$ cat config.mk
export PLATFORM = sky130hd
export DESIGN_NAME = uart_rx_bps
export DESIGN_NICKNAME = d
export VERILOG_FILES = /design/src/rtl/uart_rx_bps.sv
export SDC_FILE = /design/constraint.sdc
export NUM_CORES = 1
export LEC_CHECK = 0
export CAP_MARGIN = 20
export CORE_ASPECT_RATIO = 0.75
export CORE_UTILIZATION = 40
export CTS_CLUSTER_DIAMETER = 50
export DETAILED_ROUTE_END_ITERATION = 8
export SLEW_MARGIN = 5
export SYNTH_ARGS = -nofsm -noshare
export SYNTH_HDL_FRONTEND = slang
export SYNTH_SLANG_ARGS = --single-unit
$ cat constraint.sdc
create_clock -name clk -period 2.3 [get_ports clk]
set_input_delay 0.575 -clock clk [delete_from_list [all_inputs] [get_ports clk]]
set_output_delay 0.575 -clock clk [all_outputs]
set_load 0.1 [all_outputs]
$ cat src/rtl/uart_rx_bps.sv
// UART receiver (8N1 default, LSB first) driven by an external mid-bit baud tick generator.
// Define UART_RX_PARITY_EN to add a PARITY state, the PARITY_ODD parameter and the parity_err port.
module uart_rx_bps #(
  parameter int DATA_BITS   = 8,
  parameter int SYNC_STAGES = 2
`ifdef UART_RX_PARITY_EN
  , parameter bit PARITY_ODD = 1'b0
`endif
) (
  input  logic                 clk,
  input  logic                 rst,
  input  logic                 rx,
  input  logic                 bps_clk,
  output logic                 bps_start,
  output logic [DATA_BITS-1:0] rx_data,
  output logic                 rx_valid,
  output logic                 frame_err,
  output logic                 rx_busy
`ifdef UART_RX_PARITY_EN
  , output logic               parity_err
`endif
);

  localparam int CW = $clog2(DATA_BITS);

  typedef enum logic [2:0] {
    S_IDLE,
    S_START,
    S_DATA,
`ifdef UART_RX_PARITY_EN
    S_PARITY,
`endif
    S_STOP,
    S_BREAK
  } state_t;

  state_t                 state_q;
  logic [SYNC_STAGES-1:0] sync_q;
  logic                   rx_prev_q;
  logic [DATA_BITS-1:0]   shift_q, shift_d;
  logic [CW-1:0]          cnt_q, cnt_d;
  logic [DATA_BITS-1:0]   rx_data_q;
  logic                   bps_start_q, rx_valid_q, frame_err_q, rx_busy_q;
  logic                   rx_s, fall;

  assign rx_s    = sync_q[SYNC_STAGES-1];
  assign fall    = rx_prev_q & ~rx_s;
  assign shift_d = {rx_s, shift_q[DATA_BITS-1:1]};
  assign cnt_d   = cnt_q + 1'b1;

  assign bps_start = bps_start_q;
  assign rx_data   = rx_data_q;
  assign rx_valid  = rx_valid_q;
  assign frame_err = frame_err_q;
  assign rx_busy   = rx_busy_q;

  always_ff @(posedge clk or posedge rst) begin
    if (rst) begin
      sync_q    <= '1;
      rx_prev_q <= 1'b1;
    end else begin
      sync_q    <= {sync_q[SYNC_STAGES-2:0], rx};
      rx_prev_q <= rx_s;
    end
  end

`ifdef UART_RX_PARITY_EN
  logic par_q, par_bad_q, parity_err_q;
  assign parity_err = parity_err_q;
`endif

  always_ff @(posedge clk or posedge rst) begin
    if (rst) begin
      state_q      <= S_IDLE;
      shift_q      <= '0;
      cnt_q        <= '0;
      rx_data_q    <= '0;
      bps_start_q  <= 1'b0;
      rx_valid_q   <= 1'b0;
      frame_err_q  <= 1'b0;
      rx_busy_q    <= 1'b0;
`ifdef UART_RX_PARITY_EN
      par_q        <= 1'b0;
      par_bad_q    <= 1'b0;
      parity_err_q <= 1'b0;
`endif
    end else begin
      rx_valid_q   <= 1'b0;
      frame_err_q  <= 1'b0;
`ifdef UART_RX_PARITY_EN
      parity_err_q <= 1'b0;
`endif
      case (state_q)
        S_IDLE: if (fall) begin
          state_q     <= S_START;
          bps_start_q <= 1'b1;
          rx_busy_q   <= 1'b1;
        end
        S_START: if (bps_clk) begin
          if (rx_s) begin
            // Line back high at mid start bit: treat as a glitch.
            state_q     <= S_IDLE;
            bps_start_q <= 1'b0;
            rx_busy_q   <= 1'b0;
          end else begin
            state_q <= S_DATA;
            cnt_q   <= '0;
`ifdef UART_RX_PARITY_EN
            par_q   <= 1'b0;
`endif
          end
        end
        S_DATA: if (bps_clk) begin
          shift_q <= shift_d;
          cnt_q   <= cnt_d;
`ifdef UART_RX_PARITY_EN
          par_q   <= par_q ^ rx_s;
          if (cnt_q == CW'(DATA_BITS-1)) state_q <= S_PARITY;
`else
          if (cnt_q == CW'(DATA_BITS-1)) state_q <= S_STOP;
`endif
        end
`ifdef UART_RX_PARITY_EN
        S_PARITY: if (bps_clk) begin
          par_bad_q <= (par_q ^ rx_s) != PARITY_ODD;
          state_q   <= S_STOP;
        end
`endif
        S_STOP: if (bps_clk) begin
          bps_start_q <= 1'b0;
          if (rx_s) begin
            rx_data_q    <= shift_q;
            rx_valid_q   <= 1'b1;
            rx_busy_q    <= 1'b0;
            state_q      <= S_IDLE;
`ifdef UART_RX_PARITY_EN
            parity_err_q <= par_bad_q;
`endif
          end else begin
            frame_err_q <= 1'b1;
            state_q     <= S_BREAK;
          end
        end
        S_BREAK: if (rx_s) begin
          state_q   <= S_IDLE;
          rx_busy_q <= 1'b0;
        end
        default: begin
          state_q     <= S_IDLE;
          bps_start_q <= 1'b0;
          rx_busy_q   <= 1'b0;
        end
      endcase
    end
  end

endmodule

==> results.toml <==
[worst_setup_path]
reg2reg_slack_ns = 0.78
cp-end-kind = "flip-flop"
rr_worst_depth = 3
reg2reg_from = "state_q[1]$_DFFE_PP0P_"
critPathKind = "input pin to flip-flop"
reg2reg_to = "rx_data[0]$_DFFE_PP0P_"
crit_path_start = "bps_clk"
required_ns = 2.46
arrival_ns = 2.04
cpPeakStageDelay_ns = 0.58
crit_end = "rx_data[0]$_DFFE_PP0P_"
path_cells = "clkdlybuf4s50_1 -> and3b_1 -> nand3_4 -> mux2_2"
start_kind = "input pin"
crit_path_max_fanout = 9
slowest_stage = "clkdlybuf4s50_1"

[synthesis]
synth_top_area_share_pct = 54.00
synth_area_mm2 = 0.001205
async_flop_share_pct = 100.0
syn_avg_cell_area_um2 = 13.69
synth_area_leader_cell = "dfrtp_1"
ys_seq_area_share_pct = 60.54
yosys-top-cells-area = "dfrtp_1, mux2_2, dfstp_2"
dominantRegCellSynth = "dfrtp_1"
synth_edf_count = 0
synth_nets = 94
syn_inst = 88
ys_types = 26
ys_warn_count = 0
ys_ff_latch = 29

[sta]
setup_viol = 0
tightest_slew_ns = 0.4545
period_minus_slack_ns = 1.880
fmax_mhz = 531.9
slew_headroom_pct = 69.70
rsz0062_at_grt = "false"
final.setup_skew_ns = 0.007033
tns_ns = 0
hold_viol_final = 0
drv_slew = 0
final.period_utilization_pct = 81.74

[pwr]
p_leak_nw = 0.7039
irDropWorstVdd_v = 0.0007502
powerDensity_mw_per_mm2 = 1491

[detailed_routing]
drc = 0
vias_per_cell = 5.042
dr.pass1.iters = 4
postRouteAntennaNets = 0
drtIter0Drc = 33
routed_wl_um = 1969
routed-via-count = 721
wl_per_cell_um = 13.77

[global_routing]
grt_usage_pct = 15.21
use_met3_pct = 7.407
first_global_vias = 725
grtUsageMet2_pct = 18.73
antenna_found_initial = 0
grt_max_degree = 30
grt_overflow = 0
grt-busiest-layer = "met1"
grt_pass1_wl_um = 3484
grt_use_met1_pct = 21.17

[layout]
nets = 112
insertedDiodeCount = 0
finalInstanceArea_mm2 = 0.001450
synthToLayoutAreaGrowth_pct = 20.35
drive_gt1_share_pct = 39.25
final_common_cell = "dfrtp_1"
final_cells = 143
final_cell_mix = "dfrtp_1, mux2_2, buf_4, nand2_1, clkbuf_8"

[clock_tree]
clk_pin_slew_ns = 0.06
ctsHtreeMaxLevel = 2
root_buffer = "clkbuf_8"
clock_latency_ns = 0.28
holdBufCountCts = 0
clockBufferDepth = 2
cts_buffers = 5
clock-sinks = 29
post_cts_resized = 0
cts_tree = "done"
cts_setup_buffers = 0

[placement]
numPortBuffers = 15
gp_congestion = 0.7495
postPlaceCellArea_mm2 = 0.001343
dp_hpwl_um = 1312
dp.cells = 135

[die]
top_level_ports = 16
die_w_um = 65.38
die_h_um = 49.53
start_util_pct = 44.26
dieArea_mm2 = 0.003238
core_mm2 = 0.002723
core.rowCount = 16

[flow_run]
maxCapViolations = 0

[min_path]
hold_class = "flip-flop to flip-flop"

[run_status]
status = "finished, final reports clean"
-- area by class of cell --
type,count,area [µm²]
Clock inverter,2,35.03
Timing Repair Buffer,17,135.1
Fill cell,260,1272
Multi-Input combinational cell,51,425.4
Sequential cell,29,729.5
Inverter,2,7.507
Clock buffer,6,72.57
Tap cell,36,45.04
-- stage by stage --
step / hold slack, ns / worst slack, ns / power [mW] / util [%]
6_report: 0.3567 / 0.4200 / 2.162 / 53.26
5_1_grt: 0.3685 / 0.3467 / 2.282 / 53.26
3_5_place_dp: 0.3479 / 0.1313 / 1.674 / 49.31
2_1_floorplan: 0.3452 / 0.8174 / 1.503 / -
4_1_cts: 0.3570 / 0.4194 / 2.186 / 53.26
3_3_place_gp: 0.3455 / 0.1927 / 1.656 / 49.31
-- how the worst min path moves through the flow --
stage | from | end | slack, ns | cells after the start
floorplan | sync_q[0]$_DFF_PP1_ | sync_q[1]$_DFF_PP1_ | 0.35 | 0
global placement | sync_q[0]$_DFF_PP1_ | sync_q[1]$_DFF_PP1_ | 0.35 | 0
detailed placement | sync_q[0]$_DFF_PP1_ | sync_q[1]$_DFF_PP1_ | 0.35 | 0
CTS | sync_q[0]$_DFF_PP1_ | sync_q[1]$_DFF_PP1_ | 0.36 | 0
global route | sync_q[0]$_DFF_PP1_ | sync_q[1]$_DFF_PP1_ | 0.37 | 0
finish | sync_q[0]$_DFF_PP1_ | sync_q[1]$_DFF_PP1_ | 0.36 | 0
-- worst max-delay path, delay by kind of cell --
family | cells | cell delay [ns]
buffers and inverters | 1 | 0.58
muxes | 1 | 0.33
and+or+nand+nor | 2 | 0.54
-- state kept, by name, indices dropped and copies added, names as in the netlist --
register,count
rx_data,8
rx_busy,1
rx_valid,1
sync_q,2
cnt_q,3
rx_prev_q,1
shift_q,8
bps_start,1
state_q,3
frame_err,1
-- logic make-up after synthesis --
logic type	synth area share, %
multiplexers	15.78
adder cells (fa/ha/maj)	2.077
AO/OA/AOI/OAI	7.685
AND/OR/NAND/NOR	9.762
flip-flops	60.54
buffers and inverters	4.154
-- synth_stat cells, types with 2 or more instances --
library cell and count:
nor2b_1 3, a21oi_1 4, nor2_1 4, buf_2 4
dfrtp_1 26, o22ai_1 2, o21ai_0 2, mux2_2 16
buf_6 2, nand2_1 5, dfstp_2 3, ha_1 2
inv_1 2
-- power breakdown --
| part | total, mW | internal, mW | leakage (nW) | switching, mW |
|---|---|---|---|---|
| Clock | 0.503 | 0.321 | 0.0552 | 0.183 |
| Combinational | 0.836 | 0.260 | 0.277 | 0.575 |
| Sequential | 0.822 | 0.670 | 0.372 | 0.152 |
-- per-layer routing --
metal	vias up	part of all wire, %	wire (µm)
met4	0	2.0	40
met5	-	0	0
li1	346	-	-
met1	356	50	993
met2	14	41	817
met3	5	6.0	118
Note: power is estimated with default switching activity, not from simulation.
